**src/rtl/wb_arbiter_params.vh**
```
// Owner encodings shared by the arbiter datapath and its arbitration logic.
// Included inside the module body so the constants stay module-local.
`ifndef WB_ARBITER_PARAMS_VH
`define WB_ARBITER_PARAMS_VH
localparam logic [1:0] OWN_NONE = 2'd0;
localparam logic [1:0] OWN_M0   = 2'd1;
localparam logic [1:0] OWN_M1   = 2'd2;
`endif

```
**src/rtl/wb_arbiter_pkg.sv**
```systemverilog
// Shared defaults and the round-robin tie-break helper for the Wishbone arbiter.
package wb_arbiter_pkg;

    localparam int DEFAULT_TIMEOUT_CYCLES = 255;
    localparam int DEFAULT_TIMEOUT_WIDTH  = 8;

    // Master 1 wins when it is the only requester, or on a tie when master 0 won last.
    function automatic logic pick_m1(input logic req0, input logic req1, input logic last_grant);
        return req1 && (!req0 || !last_grant);
    endfunction

endpackage

```
**src/rtl/wb_timeout.sv**
```systemverilog
// Stall watchdog: counts strobe cycles without a termination and flags expiry
// on the last allowed cycle. TIMEOUT_CYCLES of 0 keeps expire permanently low.
module wb_timeout
    import wb_arbiter_pkg::*;
#(
    parameter int TIMEOUT_CYCLES = DEFAULT_TIMEOUT_CYCLES,
    parameter int TIMEOUT_WIDTH  = DEFAULT_TIMEOUT_WIDTH
) (
    input  logic clk_i,
    input  logic rst_i,
    input  logic clear,
    input  logic pending,
    output logic expire
);

    localparam logic                     ENABLED = (TIMEOUT_CYCLES != 0);
    localparam logic [TIMEOUT_WIDTH-1:0] LAST    = TIMEOUT_WIDTH'(TIMEOUT_CYCLES - 1);
    localparam logic [TIMEOUT_WIDTH-1:0] ONE     = TIMEOUT_WIDTH'(1);

    logic [TIMEOUT_WIDTH-1:0] count_q, count_d;

    assign expire = ENABLED && pending && (count_q == LAST);

    always_comb begin
        count_d = count_q + ONE;
        if (!ENABLED || clear || !pending || expire) begin
            count_d = '0;
        end
    end

    always_ff @(posedge clk_i) begin
        if (rst_i) begin
            count_q <= '0;
        end else begin
            count_q <= count_d;
        end
    end

endmodule

```
**src/rtl/wb_arbiter.sv**
```systemverilog
// Two-master, one-slave Wishbone B4 classic arbiter with registered round-robin
// ownership and a stall watchdog that terminates hung cycles with err.
module wb_arbiter
    import wb_arbiter_pkg::*;
#(
    parameter int TIMEOUT_CYCLES = DEFAULT_TIMEOUT_CYCLES,
    parameter int TIMEOUT_WIDTH  = DEFAULT_TIMEOUT_WIDTH
) (
    input  logic        clk_i,
    input  logic        rst_i,

    input  logic        m0_cyc_i,
    input  logic        m0_stb_i,
    input  logic        m0_we_i,
    input  logic [31:0] m0_adr_i,
    input  logic [31:0] m0_dat_i,
    input  logic [3:0]  m0_sel_i,
    output logic [31:0] m0_dat_o,
    output logic        m0_ack_o,
    output logic        m0_err_o,
    output logic        m0_rty_o,

    input  logic        m1_cyc_i,
    input  logic        m1_stb_i,
    input  logic        m1_we_i,
    input  logic [31:0] m1_adr_i,
    input  logic [31:0] m1_dat_i,
    input  logic [3:0]  m1_sel_i,
    output logic [31:0] m1_dat_o,
    output logic        m1_ack_o,
    output logic        m1_err_o,
    output logic        m1_rty_o,

    output logic        s_cyc_o,
    output logic        s_stb_o,
    output logic        s_we_o,
    output logic [31:0] s_adr_o,
    output logic [31:0] s_dat_o,
    output logic [3:0]  s_sel_o,
    input  logic [31:0] s_dat_i,
    input  logic        s_ack_i,
    input  logic        s_err_i,
    input  logic        s_rty_i
);

`include "wb_arbiter_params.vh"

    logic [1:0] owner_q, owner_d;
    logic       last_grant_q, last_grant_d;
    logic       own_m0, own_m1;
    logic       stb_raw;
    logic       slave_term;
    logic       stb_pending;
    logic       expire;
    logic       owner_change;

    assign own_m0 = (owner_q == OWN_M0);
    assign own_m1 = (owner_q == OWN_M1);

    always_comb begin
        s_cyc_o = 1'b0;
        stb_raw = 1'b0;
        s_we_o  = 1'b0;
        s_adr_o = '0;
        s_dat_o = '0;
        s_sel_o = '0;
        case (owner_q)
            OWN_M0: begin
                s_cyc_o = m0_cyc_i;
                stb_raw = m0_stb_i;
                s_we_o  = m0_we_i;
                s_adr_o = m0_adr_i;
                s_dat_o = m0_dat_i;
                s_sel_o = m0_sel_i;
            end
            OWN_M1: begin
                s_cyc_o = m1_cyc_i;
                stb_raw = m1_stb_i;
                s_we_o  = m1_we_i;
                s_adr_o = m1_adr_i;
                s_dat_o = m1_dat_i;
                s_sel_o = m1_sel_i;
            end
            default: ;
        endcase
    end

    // The watchdog swallows the strobe in its expiry cycle so the slave never
    // sees a beat that has already been answered with a synthetic err.
    assign slave_term  = s_ack_i | s_err_i | s_rty_i;
    assign stb_pending = stb_raw & ~slave_term;
    assign s_stb_o     = stb_raw & ~expire;

    // Arbitration is open whenever the bus has no owner holding cyc, which
    // covers both the idle state and the owner's release cycle.
    always_comb begin
        owner_d      = owner_q;
        last_grant_d = last_grant_q;
        if (!s_cyc_o) begin
            if (m0_cyc_i || m1_cyc_i) begin
                if (pick_m1(m0_cyc_i, m1_cyc_i, last_grant_q)) begin
                    owner_d      = OWN_M1;
                    last_grant_d = 1'b1;
                end else begin
                    owner_d      = OWN_M0;
                    last_grant_d = 1'b0;
                end
            end else begin
                owner_d = OWN_NONE;
            end
        end
    end

    assign owner_change = (owner_d != owner_q);

    always_ff @(posedge clk_i) begin
        if (rst_i) begin
            owner_q      <= OWN_NONE;
            last_grant_q <= 1'b1;
        end else begin
            owner_q      <= owner_d;
            last_grant_q <= last_grant_d;
        end
    end

    wb_timeout #(
        .TIMEOUT_CYCLES (TIMEOUT_CYCLES),
        .TIMEOUT_WIDTH  (TIMEOUT_WIDTH)
    ) u_timeout (
        .clk_i   (clk_i),
        .rst_i   (rst_i),
        .clear   (owner_change),
        .pending (stb_pending),
        .expire  (expire)
    );

    assign m0_dat_o = s_dat_i;
    assign m1_dat_o = s_dat_i;

    assign m0_ack_o = own_m0 & s_ack_i;
    assign m0_err_o = own_m0 & (s_err_i | expire);
    assign m0_rty_o = own_m0 & s_rty_i;
    assign m1_ack_o = own_m1 & s_ack_i;
    assign m1_err_o = own_m1 & (s_err_i | expire);
    assign m1_rty_o = own_m1 & s_rty_i;

endmodule
```
**config.mk**
```make
export PLATFORM = sky130hd
export DESIGN_NAME = wb_arbiter
export DESIGN_NICKNAME = d
export VERILOG_FILES = /design/src/rtl/wb_arbiter_pkg.sv /design/src/rtl/wb_timeout.sv /design/src/rtl/wb_arbiter.sv
export VERILOG_INCLUDE_DIRS = /design/src /design/src/rtl
export SDC_FILE = /design/constraint.sdc
export NUM_CORES = 1
export LEC_CHECK = 0
export CORE_AREA = 2 2 126 128
export CTS_BUF_LIST = sky130_fd_sc_hd__clkbuf_8
export CTS_CLUSTER_DIAMETER = 120
export DETAILED_ROUTE_END_ITERATION = 8
export DIE_AREA = 0 0 128 130
export GPL_ROUTABILITY_DRIVEN = 0
export GPL_TIMING_DRIVEN = 0
export PLACE_DENSITY = 0.54
export RECOVER_POWER = 50
export SYNTH_ARGS = -nofsm -noshare
export SYNTH_HDL_FRONTEND = slang
export SYNTH_SLANG_ARGS = --single-unit
export TNS_END_PERCENT = 50
```
**constraint.sdc**
```tcl
create_clock -name clk_i -period 3.1 [get_ports clk_i]
set_clock_uncertainty 0.2 [all_clocks]
set_input_delay 0.775 -clock clk_i [delete_from_list [all_inputs] [get_ports clk_i]]
set_output_delay 0.775 -clock clk_i [all_outputs]
set_load 0.01 [all_outputs]
```
==> impl_metrics.csv <==
group,metric,value,unit
layout,final_layout_size_suffix_gt1_share,17.2,%
global_routing,grt_usage,13.4,%
power,p_leak,2.49,nW
route,drcViolationCount,0,
power,total_power,0.000969,W
timing,finalSetupViolations,0,
global_routing,grt_max_degree,11,
die,core,15400,sq um
clocking,clock-sinks,11,
timing,worstMarginPinSlew,456,ps
power,irDropWorstVdd,199,uV
critical_path,criticalPathCategory,"reg -> out",
worst_hold_path,hold_path.class,"reg -> reg",
critical_path,crit_fanout,10,
timing,max_freq,332,MHz
placement,numPortBuffers,287,
timing,finalSetupTns,0,ps
critical_path,worstPathArrival,2040,ps
layout,nNetsFinal,777,
clocking,cts_htree_levels,1,
status,status,"finished, final reports clean",
critical_path,end_kind,"output port",
clocking,cts_tree,"built",
synthesis,yosys-top-cells-area,"a22oi_1, buf_4, nor2_1",
timing,hold_viol_final,0,
timing,relSlewSlack,69.6,%
critical_path,crit_buf_inv,4,
synthesis,yosys_warnings,0,
critical_path,cp-start-kind,"flip-flop",
die,die_height,130,um
die,rows,46,
run,cap_violations,0,
placement,place_ws,-782,ps
global_routing,first_global_vias,3187,
die,start_util,13.1,%
global_routing,grt_pass1_wl,17.4,mm
route,via_count,3262,
clocking,cts_buffer_depth,2,
global_routing,grt_overflow,0,
timing,min_period_over_period,97.3,%
global_routing,antenna_found_initial,0,
critical_path,crit_path_max_incr_delay,570,ps
timing,drv_slew,0,
power,pwr_density_cell,181,nW/um^2
route,wl_per_cell,16.0,um
route,routed_wl,12.5,mm
synthesis,yosysUniqueCellTypes,33,
clocking,clkTransAtPathRegs,50,ps
layout,diodes,0,
die,io_pins,320,
critical_path,cp.required,2120,ps
timing,min_period,3020,ps
route,viasPerCell,4.16,
synthesis,netlist_instances,302,
synthesis,avgSynthCellArea,6.68,sq um
placement,hpwl,10.5,mm
critical_path,path_cells,"inv_1 -> ha_2 -> buf_12 -> clkbuf_8 -> a22oi_1 -> nor2_1 -> clkdlybuf4s50_1",
synthesis,yosysTopAreaCell,"a22oi_1",
synthesis,yosys_register_bits,11,
clocking,cts_buffers,3,
clocking,clk_latency,240,ps
synthesis,syn_nets,485,
synthesis,seq_area_frac_synth,10.9,%
timing,rsz0062_at_grt,"yes",
critical_path,slowest_stage,"clkdlybuf4s50_1",
synthesis,netlist_area,2020,sq um
layout,syn_to_final_growth,166,%
synthesis,synth_top_area_share,26.4,%
critical_path,crit_family,"buffers and inverters",
layout,fill_cells,1630,
route,drt_iter0_markers,117,
clocking,cts-root-buf,"clkbuf_8",
layout,final_util,34.7,%
route,ant_nets,0,
route,drt_pass1_iterations,4,
die,die_area,16600,sq um
timing,setup_slack,84.8,ps
die,die_w,128,um
==> stage by stage <==
| stage | hold slack [ps] | area (sq um) | instances |
|---|---|---|---|
| floorplan | 264 | 2020 | 302 |
| global route | 323 | 5360 | 785 |
| detailed placement | 307 | 5130 | 781 |
| finish | 295 | 5360 | 785 |
| global placement | 289 | 5130 | 781 |
| CTS | 319 | 5270 | 785 |
==> state kept, by name (all words and copies together), names as in the netlist <==
name,flops
u_timeout.count_q,8
owner_q,2
last_grant_q,1
==> routing by layer <==
layer  global-route usage, %  up-vias  wire, um
met5                       0        -         0
met4                    2.59        0       148
met3                    2.54       11      1050
met2                    24.8      176      6480
met1                    16.1     1484      4860
li1                        -     1591         -
==> synthesized netlist by cell type (all sizes together) <==
master,count
buf,74
nor2,74
a22oi,71
clkbuf,14
dfxtp,11
nor3,9
nand3,6
inv,5
nand2,5
and2,4
ha,4
nor2b,3
xnor2,3
a21oi,2
o21ai,2
or2,2
xor2,2
a211oi,1
a221o,1
a311oi,1
a31oi,1
and2b,1
and4,1
nand4,1
nor4,1
o41a,1
or3,1
or4,1
==> layout by cell type, fill, tap and decap left out, drive strengths merged, types with 2 or more instances in the layout <==
| cell type | netlist | layout |
|---|---|---|
| nor3 | 9 | 9 |
| clkdlybuf4s50 | 0 | 184 |
| dlygate4sd3 | 0 | 57 |
| dlygate4sd2 | 0 | 19 |
| dlymetal6s2s | 0 | 24 |
| or2 | 2 | 2 |
| o21ai | 2 | 2 |
| clkdlybuf4s15 | 0 | 3 |
| nor2 | 74 | 74 |
| ha | 4 | 4 |
| dfxtp | 11 | 11 |
| xnor2 | 3 | 3 |
| clkbuf | 14 | 12 |
| and2 | 4 | 4 |
| nand3 | 6 | 6 |
| a22oi | 71 | 71 |
| buf | 74 | 79 |
| a21oi | 2 | 2 |
| inv | 5 | 6 |
| nor2b | 3 | 3 |
| nand2 | 5 | 5 |
| xor2 | 2 | 2 |
==> power by group <==
part	internal, W	leakage, nW	switching [W]
combinational	0.000417	2.37	0.000261
sequential	0.000145	0.0900	0.00000347
clock	0.0000871	0.0269	0.0000554
==> final cells by class <==
type                       instances  area (sq um)  share of cell area, %
sequential                        11           223                   4.16
multi-input combinational        198          1200                   22.3
tap                              192           240                   4.48
timing repair buffer             287          2910                   54.3
inverter                           5          18.8                  0.350
clock inverter                     1          3.75                 0.0701
buffer                            88           723                   13.5
clock buffer                       3          41.3                  0.771
==> final timing paths <==
path,to,from,depth (start not counted),slack (ps)
worst min register to register,owner_q[1]$_SDFF_PP0_,owner_q[1]$_SDFF_PP0_,2,300
worst max-delay path,s_dat_o[3],owner_q[1]$_SDFF_PP0_,7,80
worst min-delay path,owner_q[1]$_SDFF_PP0_,owner_q[1]$_SDFF_PP0_,2,300
worst max register to register,last_grant_q$_SDFFE_PP1P_,owner_q[1]$_SDFF_PP0_,6,1030
==> worst reg2reg max path, delay by kind of cell, from the launching register on <==
family | cells | cell delay [ps]
AOI/OAI and AO/OA | 2 | 660
adders and majority gates | 1 | 210
buffers and inverters | 1 | 100
DFF | 1 | 370
and+or+nand+nor | 2 | 410
==> timing repair <==
item	CTS	global route
hold buffers	0	0
setup buffers	0	0
resized for setup	77	48
setup endpoints to repair	77	59
==> cell families after synthesis <==
kind of cell / after synthesis / synth area share, %
and+or+nand+nor: 109 / 23.7
buffers and inverters: 93 / 29.8
AOI/OAI and AO/OA: 80 / 30.9
DFF: 11 / 10.9
xor gates and xnor gates: 5 / 2.17
adders and majority gates: 4 / 2.48
Note: power is estimated with default switching activity, not from simulation.
